**src/rtl/alu_mc.sv**
```systemverilog
// Multi-cycle ALU: single-cycle ops answer one cycle after accept, MUL/DIV/MOD iterate for WIDTH cycles.
// Valid/ready on both sides; the result is held in DONE until out_ready, and no request is taken outside IDLE.
module alu_mc #(
    parameter int WIDTH = 16,
    parameter int OPW   = 4
) (
    input  logic             clk,
    input  logic             rst,
    input  logic             in_valid,
    output logic             in_ready,
    input  logic [OPW-1:0]   operator,
    input  logic [WIDTH-1:0] op1,
    input  logic [WIDTH-1:0] op2,
    output logic             out_valid,
    input  logic             out_ready,
    output logic [WIDTH-1:0] out,
    output logic [3:0]       flags
);

    localparam logic [OPW-1:0] OP_ADD  = OPW'(0);
    localparam logic [OPW-1:0] OP_SUB  = OPW'(1);
    localparam logic [OPW-1:0] OP_MUL  = OPW'(2);
    localparam logic [OPW-1:0] OP_NAND = OPW'(3);
    localparam logic [OPW-1:0] OP_DIV  = OPW'(4);
    localparam logic [OPW-1:0] OP_MOD  = OPW'(5);
    localparam logic [OPW-1:0] OP_LT   = OPW'(6);
    localparam logic [OPW-1:0] OP_LE   = OPW'(7);

    localparam int CW = (WIDTH > 1) ? $clog2(WIDTH) : 1;
    localparam logic [CW-1:0] CNT_LAST = CW'(WIDTH - 1);

    typedef enum logic [1:0] {IDLE, BUSY, DONE} state_t;

    state_t               state;
    state_t               state_nxt;
    logic [OPW-1:0]       op_q;
    logic [WIDTH-1:0]     a_q;
    logic [WIDTH-1:0]     b_q;
    logic [CW-1:0]        cnt;
    logic [2*WIDTH-1:0]   acc;

    logic                 accept;
    logic                 multi;
    logic                 last_iter;

    logic [WIDTH:0]       add_sum;
    logic [WIDTH-1:0]     sc_out;
    logic                 sc_c;

    logic [WIDTH:0]       mul_sum;
    logic [2*WIDTH-1:0]   mul_nxt;
    logic [WIDTH:0]       div_sh;
    logic [WIDTH:0]       div_sub;
    logic                 div_ge;
    logic [2*WIDTH-1:0]   div_nxt;
    logic [2*WIDTH-1:0]   iter_nxt;

    logic [WIDTH-1:0]     mc_out;
    logic                 mc_v;
    logic                 mc_dz;

    // in_ready is gated by reset so nothing is offered while reset is held.
    assign in_ready  = (state == IDLE) && rst;
    assign out_valid = (state == DONE);
    assign accept    = in_valid && in_ready;
    assign multi     = (operator == OP_MUL) || (operator == OP_DIV) || (operator == OP_MOD);
    assign last_iter = (state == BUSY) && (cnt == CNT_LAST);

    always_ff @(posedge clk or negedge rst) begin
        if (!rst) begin
            state <= IDLE;
        end else begin
            state <= state_nxt;
        end
    end

    always_comb begin
        state_nxt = state;
        case (state)
            IDLE:    if (accept) state_nxt = multi ? BUSY : DONE;
            BUSY:    if (last_iter) state_nxt = DONE;
            DONE:    if (out_ready) state_nxt = IDLE;
            default: state_nxt = IDLE;
        endcase
    end

    assign add_sum = {1'b0, op1} + {1'b0, op2};

    always_comb begin
        sc_out = '0;
        sc_c   = 1'b0;
        case (operator)
            OP_ADD: begin
                sc_out = add_sum[WIDTH-1:0];
                sc_c   = add_sum[WIDTH];
            end
            OP_SUB: begin
                sc_out = op1 - op2;
                sc_c   = (op1 < op2);
            end
            OP_NAND: sc_out = ~(op1 & op2);
            OP_LT:   sc_out = {{(WIDTH-1){1'b0}}, (op1 < op2)};
            OP_LE:   sc_out = {{(WIDTH-1){1'b0}}, (op1 <= op2)};
            default: sc_out = '0;
        endcase
    end

    // Shift-add multiply: acc = {partial high, remaining multiplier bits}.
    assign mul_sum = {1'b0, acc[2*WIDTH-1:WIDTH]} + (acc[0] ? {1'b0, a_q} : '0);
    assign mul_nxt = {mul_sum, acc[WIDTH-1:1]};

    // Restoring divide: acc = {remainder, dividend bits still to shift in / quotient}.
    assign div_sh  = acc[2*WIDTH-1:WIDTH-1];
    assign div_ge  = (div_sh >= {1'b0, b_q});
    assign div_sub = div_sh - {1'b0, b_q};
    assign div_nxt = {(div_ge ? div_sub[WIDTH-1:0] : div_sh[WIDTH-1:0]), acc[WIDTH-2:0], div_ge};

    assign iter_nxt = (op_q == OP_MUL) ? mul_nxt : div_nxt;

    always_comb begin
        mc_out = '0;
        mc_v   = 1'b0;
        mc_dz  = 1'b0;
        case (op_q)
            OP_MUL: begin
                mc_out = mul_nxt[WIDTH-1:0];
                mc_v   = |mul_nxt[2*WIDTH-1:WIDTH];
            end
            OP_DIV: begin
                mc_dz  = (b_q == '0);
                mc_out = mc_dz ? '1 : div_nxt[WIDTH-1:0];
            end
            OP_MOD: begin
                mc_dz  = (b_q == '0);
                mc_out = mc_dz ? a_q : div_nxt[2*WIDTH-1:WIDTH];
            end
            default: mc_out = '0;
        endcase
    end

    always_ff @(posedge clk or negedge rst) begin
        if (!rst) begin
            op_q  <= '0;
            a_q   <= '0;
            b_q   <= '0;
            cnt   <= '0;
            acc   <= '0;
            out   <= '0;
            flags <= '0;
        end else begin
            case (state)
                IDLE: begin
                    if (accept) begin
                        op_q <= operator;
                        a_q  <= op1;
                        b_q  <= op2;
                        cnt  <= '0;
                        acc  <= (operator == OP_MUL) ? {{WIDTH{1'b0}}, op2} : {{WIDTH{1'b0}}, op1};
                        if (!multi) begin
                            out   <= sc_out;
                            flags <= {1'b0, 1'b0, sc_c, (sc_out == '0)};
                        end
                    end
                end
                BUSY: begin
                    acc <= iter_nxt;
                    cnt <= last_iter ? '0 : cnt + CW'(1);
                    if (last_iter) begin
                        out   <= mc_out;
                        flags <= {mc_dz, mc_v, 1'b0, (mc_out == '0)};
                    end
                end
                default: begin
                end
            endcase
        end
    end

endmodule
```
**config.mk**
```make
export PLATFORM = sky130hd
export DESIGN_NAME = alu_mc
export DESIGN_NICKNAME = d
export VERILOG_FILES = /design/src/rtl/alu_mc.sv
export SDC_FILE = /design/constraint.sdc
export NUM_CORES = 1
export LEC_CHECK = 0
export BUFFER_PORTS_ARGS = -buffer_cell sky130_fd_sc_hd__buf_2
export CAP_MARGIN = 20
export CORE_MARGIN = 3
export CORE_UTILIZATION = 55
export DETAILED_ROUTE_END_ITERATION = 10
export GPL_TIMING_DRIVEN = 0
export PLACE_DENSITY = 0.75
export SYNTH_ARGS = -nofsm -noshare
export SYNTH_HDL_FRONTEND = slang
export SYNTH_SLANG_ARGS = --single-unit
```
**constraint.sdc**
```tcl
create_clock -name clk -period 9.17 [get_ports clk]
set_clock_uncertainty 0.2 [all_clocks]
set_input_delay 1.834 -clock clk [delete_from_list [all_inputs] [get_ports clk]]
set_output_delay 1.834 -clock clk [all_outputs]
set_load 0.02 [all_outputs]
```
==> summary.txt, run 1 <==
Place
  – Dpl hpwl: 23800 µm
  – Routability cong.: 1.03
  – Number of I/O port buffers: 59
  – # placed instances: 1393
  – Placed Area: 0.00924 mm²
  – Post-Place Worst Slack: 3.72 ns

Cells and area
  – Area grow syn2layout: 10.4%
  – Non-Filler Instances: 1410
  – Net count, final: 1302
  – Share of layout cells above drive strength 1: 0.108
  – Post-route cell area: 0.00954 mm²
  – Reg area: 0.00235 mm²
  – Fillers: 1467
  – Area taken by multi-input logic gates: 0.00579 mm²

Route
  – Avg WL per Cell: 21.4 µm
  – Number of iterations in the first detailed-routing pass: 6
  – WL final: 30100 µm
  – DR vias/cell: 6.40
  – Initial DRC Count: 970
  – # DRC: 0
  – Routed Antenna Nets: 0
  – Vias post-DR: 9021

Timing
  – Setup violations, final: 0
  – Fin. Hold Viols: 0
  – Worst-Margin Slew: 0.928 ns
  – RSZ-0062 raised after global routing: false
  – Final WS setup: 3.93 ns
  – Max-slew violation count: 0
  – Period utilisation layout: 0.571
  – Fmax: 191 MHz
  – Final min period: 5.24 ns
  – Slew headroom: 0.365
  – TNS Setup: 0 ns

Yosys
  – Synthesized net count: 1231
  – Synth unique cells: 88
  – Ys async rst share: 1.00
  – YS warnings: 0
  – Mean Syn Cell Area: 7.71 µm²
  – Predominant post-synthesis flop cell: dfrtp_1
  – Sequential share of the synthesized area: 0.272
  – FF+latch count, synth: 94
  – Synthesized area: 0.00865 mm²
  – Post-synth EDFFs: 0
  – Synthesized instance count: 1122

Clock tree
  – H-Tree Level Count: 3
  – Clk Tree Root Cell: clkbuf_16
  – Worst-skew pair later-pin latency: 0.36 ns
  – # Post-CTS Setup Buffers: 0
  – Clock buffer depth: 2
  – Post-CTS sizing: 0
  – # hold bufs at CTS: 0
  – Clock slew at reported path FFs: 0.07 ns
  – TritonCTS clock tree: yes
  – Clock net sink count: 94
  – CTS Buf Count: 9

GRT
  – Largest net degree at the start of global routing: 72
  – Total global routing overflow: 0
  – Vias in the first global route: 8205
  – Antenna violations before repair: 0
  – All-Layer GR Usage: 0.341
  – First-pass GRT wire length: 46500 µm

Die
  – Row count: 45
  – IO Pins: 62
  – Die Wd: 131 µm
  – Die span in y: 131 µm
  – Placeable Area: 0.0153 mm²
  – Initial core utilization: 0.565
  – Die ar.: 0.0173 mm²

Power and ir drop
  – Worst vdd ir: 0.151 mV
  – Power Density: 301 mW/mm²
  – LEAKAGE: 4.36 nW

Min path
  – HP Class: reg -> reg

Setup path
  – Startpoint Class: input pin
  – Crit path required time: 9.25 ns
  – CP endpoint kind: flip-flop
  – Critical path class: in -> reg
  – Worst EP arrival: 5.33 ns
  – Crit path max fanout: 5

Status
  – Status: finished, final reports clean

Flow run
  – Max_cap viols: 0
-- Yosys cell counts, types with 6 or more instances --
library cell,count,area (µm²)
and3_1,6,37.5
nor4_1,13,81.3
and2_1,21,131
inv_1,49,184
nor3_1,17,85.1
nand2b_1,8,50.1
ha_1,65,813
buf_2,11,55.1
a31oi_1,20,125
a211oi_1,31,233
clkbuf_1,48,180
mux2_2,7,78.8
o22ai_1,11,68.8
o21ai_0,88,440
nor2_1,97,364
o21a_1,6,45.0
nor2b_1,11,68.8
nand4_1,7,43.8
or4_1,7,52.6
o21bai_1,8,60.1
a21oi_1,76,380
nand2_1,182,683
xnor2_1,29,254
o31ai_1,6,45.0
mux2i_1,30,300
xor2_1,8,70.1
nand3_1,30,150
a21o_1,17,128
o21ai_1,9,45.0
dfrtp_1,94,2350
-- sequential cells by signal, summed over array words and instances (netlist names) --
| register | flops |
|---|---|
| acc | 32 |
| a_q | 16 |
| b_q | 16 |
| out | 16 |
| cnt | 4 |
| flags | 4 |
| op_q | 4 |
| state | 2 |
-- final timing paths --
kind	start	end	slack, ns	cells past startpoint
worst max-delay path	op2[1]	flags[0]$_DFFE_PN0P_	3.93	14
worst min-delay path	flags[3]$_DFFE_PN0P_	flags[3]$_DFFE_PN0P_	0.28	2
worst max register to register	acc[0]$_DFFE_PN0P_	flags[2]$_DFFE_PN0P_	4.98	14
worst min register to register	flags[3]$_DFFE_PN0P_	flags[3]$_DFFE_PN0P_	0.28	2
max in group asynchronous	rst	acc[8]$_DFFE_PN0P_	6.88	2
min in group asynchronous	rst	out[0]$_DFFE_PN0P_	1.20	1
-- critical path, stage by stage --
cell and delay, ns:
buf_2 0.20, inv_1 0.11, ha_1 0.33, nand2b_1 0.18, a221oi_1 0.10, o41ai_1 0.64, o21bai_1 0.15, a311oi_1 0.37
xnor2_1 0.16, o22ai_1 0.15, or4_1 0.52, nor4_1 0.32, nand4_1 0.15, o211ai_2 0.09
-- final cells by class --
class	count	area share
timing repair buffer	60	0.0341
tap	211	0.0277
antenna	1	0.000262
sequential	94	0.247
inverter	51	0.0201
clock inverter	6	0.00787
multi-input combinational	909	0.607
clock buffer	10	0.0240
buffer	68	0.0323
-- through the flow --
stage | utilization | total power (W) | hold WS, ns
2_1_floorplan | - | 0.00191 | 0.254
3_3_place_gp | 0.601 | 0.00237 | 0.259
3_5_place_dp | 0.603 | 0.00240 | 0.261
4_1_cts | 0.623 | 0.00281 | 0.283
5_1_grt | 0.623 | 0.00304 | 0.303
6_report | 0.623 | 0.00287 | 0.277
-- cells in the final DEF, fill, tap and decap left out, types with 11 or more instances in the layout --
cell	Yosys	routed
nor2b_1	11	11
o22ai_1	11	11
inv_1	49	49
mux2i_1	30	30
a31oi_1	20	20
nor2_1	97	97
nor3_1	17	17
nor4_1	13	13
and2_1	21	21
a211oi_1	31	31
clkbuf_1	48	49
a21oi_1	76	76
nand3_1	30	30
xnor2_1	29	29
nand2_1	182	182
ha_1	65	65
dfrtp_1	94	94
a21o_1	17	17
o21ai_0	88	88
buf_2	11	69
-- kinds of logic (layout without fill, tap and decap cells) --
family          count (synthesis)  in the layout  synth area share
simple gates                  429            429             0.231
fa+ha+maj                      69             69             0.103
xor+xnor                       37             37            0.0375
other cells                     0              1                 0
buf+inv                       119            195            0.0577
mux                            37             37            0.0439
compound gates                337            337             0.255
flops                          94             94             0.272
-- report_power, final --
part           switching [W]  internal [W]
combinational        0.00105      0.000661
sequential          0.000194      0.000566
clock               0.000187      0.000217
-- layer usage --
layer,global-route usage,share of wire,up-vias
li1,-,-,4174
met1,0.481,0.42,4268
met2,0.515,0.43,491
met3,0.0865,0.11,88
met4,0.107,0.034,0
met5,0,0,-
No activity file was read; power rests on OpenSTA's default activity.
==> inputs of run 2 (changes only) <==
--- a/config.mk
+++ b/config.mk
@@ -5,13 +5,14 @@
 export SDC_FILE = /design/constraint.sdc
 export NUM_CORES = 1
 export LEC_CHECK = 0
+export ABC_AREA = 1
 export BUFFER_PORTS_ARGS = -buffer_cell sky130_fd_sc_hd__buf_2
 export CAP_MARGIN = 20
 export CORE_MARGIN = 3
 export CORE_UTILIZATION = 55
 export DETAILED_ROUTE_END_ITERATION = 10
 export GPL_TIMING_DRIVEN = 0
-export PLACE_DENSITY = 0.75
+export PLACE_DENSITY = 0.74
 export SYNTH_ARGS = -nofsm -noshare
 export SYNTH_HDL_FRONTEND = slang
 export SYNTH_SLANG_ARGS = --single-unit
==> constraint.sdc (replaced) <==
create_clock -name clk -period 5.4 [get_ports clk]
set_clock_uncertainty 0.2 [all_clocks]
set_input_delay 1.08 -clock clk [delete_from_list [all_inputs] [get_ports clk]]
set_output_delay 1.08 -clock clk [all_outputs]
set_load 0.02 [all_outputs]
==> run 2 against run 1 <==
Die area is 12% higher; cell count grew 32%; largest cell class unchanged; register-to-register slack worse by 3.2 ns; critical path depth up 2; non-clock buffer count shrank 9; via count up 17%; synthesized cell count up 39%; largest power group unchanged; wire length is 11% higher; clock power grew 55%; critical path type is now reg -> reg; sequential share of layout area decreased by 2.4 points; critical endpoint is now flags[2]$_DFFE_PN0P_; first-iteration DRC count up 9.5%; global-route usage down 0.073 points.
==> summary.txt, run 2 <==
Clock tree
  – Clock slew at reported path FFs: 0.07 ns (about the same)
  – # Post-CTS Setup Buffers: 0 (unchanged)
  – Clock net sink count: 94 (unchanged)
  – CTS Buf Count: 9 (unchanged)
  – Worst-skew pair later-pin latency: 0.36 ns (about the same)
  – Clk Tree Root Cell: clkbuf_16
  – # hold bufs at CTS: 0 (unchanged)
  – H-Tree Level Count: 3 (unchanged)
  – TritonCTS clock tree: yes
  – Post-CTS sizing: 0 (unchanged)
  – Clock buffer depth: 2 (unchanged)

Timing
  – Fmax: 273 MHz
  – Final min period: 3.66 ns
  – Worst-Margin Slew: 0.725 ns (-0.204 ns)
  – Fin. Hold Viols: 0 (unchanged)
  – TNS Setup: 0 ns (unchanged)
  – Setup violations, final: 0 (unchanged)
  – Max-slew violation count: 0 (unchanged)
  – Slew headroom: 0.517 (+0.152)
  – Final WS setup: 1.74 ns (-2.19 ns)
  – RSZ-0062 raised after global routing: false
  – Period utilisation layout: 0.678

Setup path
  – Crit path required time: 5.46 ns (-3.79 ns)
  – CP endpoint kind: flip-flop
  – Worst EP arrival: 3.72 ns (-1.61 ns)
  – Crit path max-delay family: simple AND/OR/NAND/NOR gates
  – Most used cell, CP: nand2_1
  – Buf+Inv Stages, Crit Path: 3 (+1)
  – R2R Setup Slk: 1.74 ns (-3.24 ns)
  – Critical path's slowest cell: clkbuf_1
  – Critical-path cell list: clkbuf_1 -> buf_1 -> nand2_1 -> inv_1 -> ha_1 -> a21oi_1 -> o21ai_0 -> nand2_1 -> nand3_1 -> a21boi_0 -> xor2_1 -> nand2_1 -> nor3b_1 -> nand3_1 -> nand2_1 -> nand2_1
  – Startpoint Class: flip-flop
  – Crit path max fanout: 10 (+5)
  – Critical path class: reg -> reg
  – Worst path max stage delay: 0.44 ns (-0.20 ns)

Yosys
  – Ys async rst share: 1.00 (unchanged)
  – Synthesized area: 0.00969 mm² (+12%)
  – Sequential share of the synthesized area: 0.243 (-0.0294)
  – FF+latch count, synth: 94 (unchanged)
  – Largest cells by area after synthesis: dfrtp_1, nand2_1, inv_1, ha_1, nand3_1
  – YS warnings: 0 (unchanged)
  – Predominant post-synthesis flop cell: dfrtp_1
  – Top cell type's share of synthesized area: 0.243 (-0.0294)
  – Synthesized net count: 1672 (+36%)
  – Mean Syn Cell Area: 6.20 µm² (-20%)
  – Cell taking the most area after synthesis: dfrtp_1
  – Count leader, synth: nand2_1
  – Post-synth EDFFs: 0 (unchanged)
  – Synth unique cells: 50 (-43%)
  – Commonest cells post-synth: nand2_1, inv_1, nand3_1, nor2_1, o21ai_0
  – Synthesized instance count: 1563 (+39%)

GRT
  – Antenna violations before repair: 0 (unchanged)
  – First-pass GRT wire length: 52200 µm (+12%)
  – Vias in the first global route: 9812 (+20%)
  – All-Layer GR Usage: 0.340 (-0.000726)
  – Total global routing overflow: 0 (unchanged)
  – Largest net degree at the start of global routing: 51 (-29%)

Power and ir drop
  – Clock network power share: 0.113 (-0.028)
  – Sw frac: 0.547 (+0.0496)
  – Worst vdd ir: 0.327 mV (+120%)
  – Seq pwr share: 0.231 (-0.034)
  – P_int: 0.00250 W (+73%)
  – Sw Pwr: 0.00301 W (+110%)
  – Combinational share of power: 0.655 (+0.060)
  – LEAKAGE: 6.17 nW (+41%)
  – Power Density: 521 mW/mm² (+73%)

Cells and area
  – Most common cell after layout, fill and taps aside: nand2_1
  – Commonest non-fill, non-tap cells in the layout: nand2_1, inv_1, nand3_1
  – Post-route cell area: 0.0106 mm² (+11%)
  – Share of layout cells above drive strength 1: 0.102 (-0.00585)
  – Area grow syn2layout: 9.16%
  – Biggest register: acc
  – Non-Filler Instances: 1860 (+32%)
  – # diodes: 0 (-1)
  – Fin util: 0.625 (+0.00174)
  – Net count, final: 1744 (+34%)
  – Largest register FFs: 32 (unchanged)

Route
  – # DRC: 0 (unchanged)
  – WL final: 33500 µm (+11%)
  – Avg WL per Cell: 18.0 µm (-16%)
  – DR vias/cell: 5.69 (-11%)
  – Initial DRC Count: 1062 (+9.5%)
  – Number of iterations in the first detailed-routing pass: 6 (unchanged)
  – Vias post-DR: 10600 (+17%)
  – Routed Antenna Nets: 0 (unchanged)

Place
  – Number of I/O port buffers: 60 (+1.7%)
  – # placed instances: 1844 (+32%)
  – Placed Area: 0.0103 mm² (+12%)
  – Dpl hpwl: 27700 µm (+16%)
  – Post-Place Worst Slack: 1.50 ns (-2.22 ns)
  – Routability cong.: 1.03 (about the same)

Status
  – Status: finished, final reports clean

Die
  – Die Wd: 139 µm (+5.6%)
  – Placeable Area: 0.0169 mm² (+11%)
  – Die ar.: 0.0193 mm² (+12%)
  – Die span in y: 139 µm (+5.6%)
  – Initial core utilization: 0.572 (+0.00778)
  – IO Pins: 62 (unchanged)
  – Row count: 47 (+4.4%)

Flow run
  – Max_cap viols: 0 (unchanged)

Min path
  – HP Class: reg -> reg
run 2: changes by cell type in the layout (fill, tap and decap cells not counted), sizes merged, moves of 21 or more:
cell and change:
nor2 +32, a31oi -21, mux2i -30, xnor2 -21, inv +203, nand2 +309, a211oi -33, nand3 +106
run 2: cells by family (layout without fill, tap and decap cells):
family,after synthesis,after routing,share of synthesized area
buf+inv,314,391,0.128
simple gates,810,810,0.365
flops,94,94,0.243
fa+ha+maj,69,69,0.0922
xor+xnor,20,20,0.0181
compound gates,256,256,0.154
run 2: power by group through the flow:
stage | Combinational, W | Sequential (W) | Clock [W]
2_1_floorplan | 0.00255 | 0.00123 | 0
3_3_place_gp | 0.00347 | 0.00127 | 0
3_5_place_dp | 0.00352 | 0.00127 | 0
4_1_cts | 0.00354 | 0.00126 | 0.000623
5_1_grt | 0.00396 | 0.00130 | 0.000657
6_report | 0.00361 | 0.00127 | 0.000625
run 2: worst register-to-register path, cell delays in order (launching register included):
cell and delay, ns:
dfrtp_1 0.32, clkbuf_1 0.44, buf_1 0.37, nand2_1 0.09, inv_1 0.07, ha_1 0.27, a21oi_1 0.19, o21ai_0 0.12
nand2_1 0.07, nand3_1 0.14, a21boi_0 0.35, xor2_1 0.26, nand2_1 0.08, nor3b_1 0.29, nand3_1 0.16, nand2_1 0.09
nand2_1 0.04
run 2: layout make-up:
type	instances	area, µm²
timing repair buffer	61	330
multi-input combinational	1155	6100
tap	220	275
clock buffer	10	229
sequential	94	2350
clock inverter	6	53.8
buffer	58	278
fill	1658	6350
inverter	256	961
run 2: layer usage:
metal,global-route usage,part of all wire
met2,0.553,0.45
met1,0.435,0.40
met4,0.192,0.068
met3,0.0483,0.083
met5,0,0
run 2: worst paths after layout:
kind | startpoint | to | depth (start not counted)
worst max-delay path | acc[0]$_DFFE_PN0P_ | flags[2]$_DFFE_PN0P_ | 16
worst max register to register | acc[0]$_DFFE_PN0P_ | flags[2]$_DFFE_PN0P_ | 16
min in group asynchronous | rst | b_q[8]$_DFFE_PN0P_ | 1
max in group asynchronous | rst | acc[2]$_DFFE_PN0P_ | 2
worst min-delay path | out[1]$_DFFE_PN0P_ | out[1]$_DFFE_PN0P_ | 2
worst min register to register | out[1]$_DFFE_PN0P_ | out[1]$_DFFE_PN0P_ | 2
run 2: stage by stage:
step                      hold slack (ns)  total power [W]
after detailed placement            0.260          0.00479
after floorplan                     0.253          0.00378
final                               0.279          0.00551
after global placement              0.261          0.00473
after CTS                           0.280          0.00542
after global routing                0.309          0.00592
==> inputs of run 3 (changes only) <==
--- a/config.mk
+++ b/config.mk
@@ -12,7 +12,7 @@
 export CORE_UTILIZATION = 55
 export DETAILED_ROUTE_END_ITERATION = 10
 export GPL_TIMING_DRIVEN = 0
-export PLACE_DENSITY = 0.74
+export PLACE_DENSITY = 0.77
 export SYNTH_ARGS = -nofsm -noshare
 export SYNTH_HDL_FRONTEND = slang
 export SYNTH_SLANG_ARGS = --single-unit
==> constraint.sdc (replaced) <==
create_clock -name clk -period 2.97 [get_ports clk]
set_clock_uncertainty 0.2 [all_clocks]
set_input_delay 0.594 -clock clk [delete_from_list [all_inputs] [get_ports clk]]
set_output_delay 0.594 -clock clk [all_outputs]
set_load 0.02 [all_outputs]
==> run 3 against run 2 <==
Die area stayed put; largest power group unchanged; the flow now finishes with violations (negative setup slack); cell area up 7.3%; critical path type unchanged; highest routed layer unchanged; sequential share of layout area is 1.4 points lower; worst hold slack worse by 0.26 ns; count of clock-buffer cells in the layout decreased by 1.
==> summary.txt, run 3 (same netlist as run 2, synthesis figures left out) <==
GRT
  – Antenna violations before repair: 0 (unchanged)
  – Largest net degree at the start of global routing: 60 (+18%)
  – Gr busiest metal: met2
  – All-Layer GR Usage: 0.347 (+0.00707)
  – First-pass GRT wire length: 53400 µm (+2.3%)
  – M1 GR Usage: 0.512 (+0.0769)
  – M2 GR Usage: 0.531 (-0.0221)
  – M3 GR Usage: 0.0445 (-0.00379)
  – Vias in the first global route: 9822 (+0.10%)
  – Total global routing overflow: 0 (unchanged)

Timing
  – Max-slew violation count: 0 (unchanged)
  – Worst-Margin Slew: 0.718 ns (-0.00612 ns)
  – Setup violations, final: 1 (+1)
  – Final min period: 2.98 ns (-0.675 ns)
  – Final WS setup: -0.0141 ns (-1.75 ns)
  – Fin. Hold Viols: 0 (unchanged)
  – Slew headroom: 0.521 (+0.00408)
  – Fmax: 335 MHz (+23%)
  – Hold WS: 0.0144 ns (-0.264 ns)
  – Period utilisation layout: 1.00 (+0.327)
  – RSZ-0062 raised after global routing: true
  – TNS Setup: -0.0141 ns (-0.0141 ns)

Clock tree
  – Clk Tree Root Cell: clkbuf_16
  – H-Tree Level Count: 3 (unchanged)
  – Clock net sink count: 94 (unchanged)
  – Worst-skew pair later-pin latency: 0.37 ns (about the same)
  – Clock buffer depth: 2 (unchanged)
  – Clock slew at reported path FFs: 0.08 ns (about the same)
  – CTS Buf Count: 9 (unchanged)
  – TritonCTS clock tree: yes

Route
  – # DRC: 0 (unchanged)
  – Routed Antenna Nets: 0 (unchanged)
  – Initial DRC Count: 1576 (+48%)
  – DR vias/cell: 5.85 (+2.9%)
  – Avg WL per Cell: 18.8 µm (+4.3%)
  – Number of iterations in the first detailed-routing pass: 7 (+1)
  – WL final: 35500 µm (+6.0%)
  – Vias post-DR: 11100 (+4.6%)

Cells and area
  – Non-Filler Instances: 1891 (+1.7%)
  – # diodes: 0 (unchanged)
  – Net count, final: 1775 (+1.8%)
  – Most common cell after layout, fill and taps aside: nand2_1
  – Largest register FFs: 32 (unchanged)
  – Area grow syn2layout: 17.1%
  – Share of layout cells above drive strength 1: 0.179 (+0.0771)
  – Fillers: 1607 (-3.1%)
  – Biggest register: acc
  – Commonest non-fill, non-tap cells in the layout: nand2_1, inv_1, nand3_1

Setup path
  – Worst EP arrival: 3.04 ns (-0.68 ns)
  – Critical path class: reg -> reg
  – Crit path max fanout: 4 (-6)
  – Crit path required time: 3.02 ns (-2.44 ns)
  – Startpoint Class: flip-flop
  – CP endpoint kind: flip-flop

Die
  – IO Pins: 62 (unchanged)
  – Placeable Area: 0.0169 mm² (unchanged)
  – Row count: 47 (unchanged)
  – Die ar.: 0.0193 mm² (unchanged)
  – Die Wd: 139 µm (unchanged)
  – Initial core utilization: 0.572 (unchanged)
  – Die span in y: 139 µm (unchanged)

Place
  – Dpl hpwl: 28000 µm (+1.2%)
  – Routability cong.: 1.00 (-2.7%)
  – Number of I/O port buffers: 60 (unchanged)
  – # placed instances: 1844 (unchanged)

Status
  – Failing checks: negative setup slack
  – Status: finished, violations left

Power and ir drop
  – Final Power: 0.0112 W (+100%)
  – Power Density: 986 mW/mm² (+89%)
  – Worst vdd ir: 0.564 mV (+73%)
  – LEAKAGE: 6.37 nW (+3.2%)

Flow run
  – Max_cap viols: 0 (unchanged)

Min path
  – HP Class: in -> async
-- run 3: cell count changes in the layout (fill, tap and decap cells not counted), sizes merged --
cell | previous run | this run
buf | 84 | 112
dlygate4sd3 | 0 | 1
inv | 258 | 259
nand2 | 492 | 493
-- run 3: metrics by stage --
step | instance area (µm²) | utilization | setup WS (ns)
after floorplan | 9690 | - | 0.224
after global placement | 10300 | 0.606 | -1.30
after detailed placement | 10300 | 0.608 | -0.641
after CTS | 10700 | 0.634 | 0.00482
after global routing | 11400 | 0.670 | -0.112
final | 11400 | 0.670 | -0.0141
-- run 3: what timing repair did --
action / in CTS / in global routing
hold buffers: 2 / 0
gates resized for setup: 17 / 116
cloned: 0 / 2
endpoints found under the hold margin: 36 / 0
setup buffers: 7 / 23
pin swaps: 5 / 28
endpoints found under the setup margin: 8 / 18
-- run 3: worst paths after layout --
kind | from | end | slack (ns) | cells after the start
max in group asynchronous | rst | acc[0]$_DFFE_PN0P_ | 1.76 | 3
min in group clk | out_ready | state[1]$_DFFE_PN0P_ | 0.19 | 2
min | rst | b_q[9]$_DFFE_PN0P_ | 0.01 | 2
min reg2reg | out[8]$_DFFE_PN0P_ | out[8]$_DFFE_PN0P_ | 0.28 | 2
max reg2reg | acc[0]$_DFFE_PN0P_ | flags[2]$_DFFE_PN0P_ | -0.01 | 18
max | acc[0]$_DFFE_PN0P_ | flags[2]$_DFFE_PN0P_ | -0.01 | 18
-- run 3: area by class of cell --
type,count,area (µm²),area share
clock buffer,9,225,0.0198
multi-input combinational,1156,6560,0.578
inverter,256,961,0.0847
tap,220,275,0.0243
sequential,94,2370,0.209
buffer,55,285,0.0251
timing repair buffer,94,601,0.0529
clock inverter,7,75.1,0.00661
-- run 3: where the power goes --
group	internal [W]	total (W)	leakage, nW	switching, W
sequential	0.00183	0.00238	1.17	0.000557
combinational	0.00277	0.00761	5.05	0.00484
clock	0.000597	0.00119	0.144	0.000597
-- run 3: worst max-delay path: stages (launching register included) --
cell and delay [ns]:
dfrtp_2 0.47, nand2_1 0.08, inv_1 0.06, ha_4 0.18
fa_2 0.38, nand3_1 0.10, nand3_2 0.11, nand2_1 0.08
nand2_1 0.06, a21oi_2 0.20, o21ai_2 0.13, nand2_1 0.07
nand2_1 0.06, xor2_1 0.20, nand2_1 0.08, nor2_1 0.11
nand3_2 0.12, nand2_1 0.10, nand2_1 0.06
-- run 3: per-layer routing --
| layer | part of all wire | vias up |
|---|---|---|
| met2 | 0.44 | 643 |
| met5 | 0 | - |
| met3 | 0.099 | 87 |
| met1 | 0.43 | 5118 |
| li1 | - | 5220 |
| met4 | 0.029 | 0 |
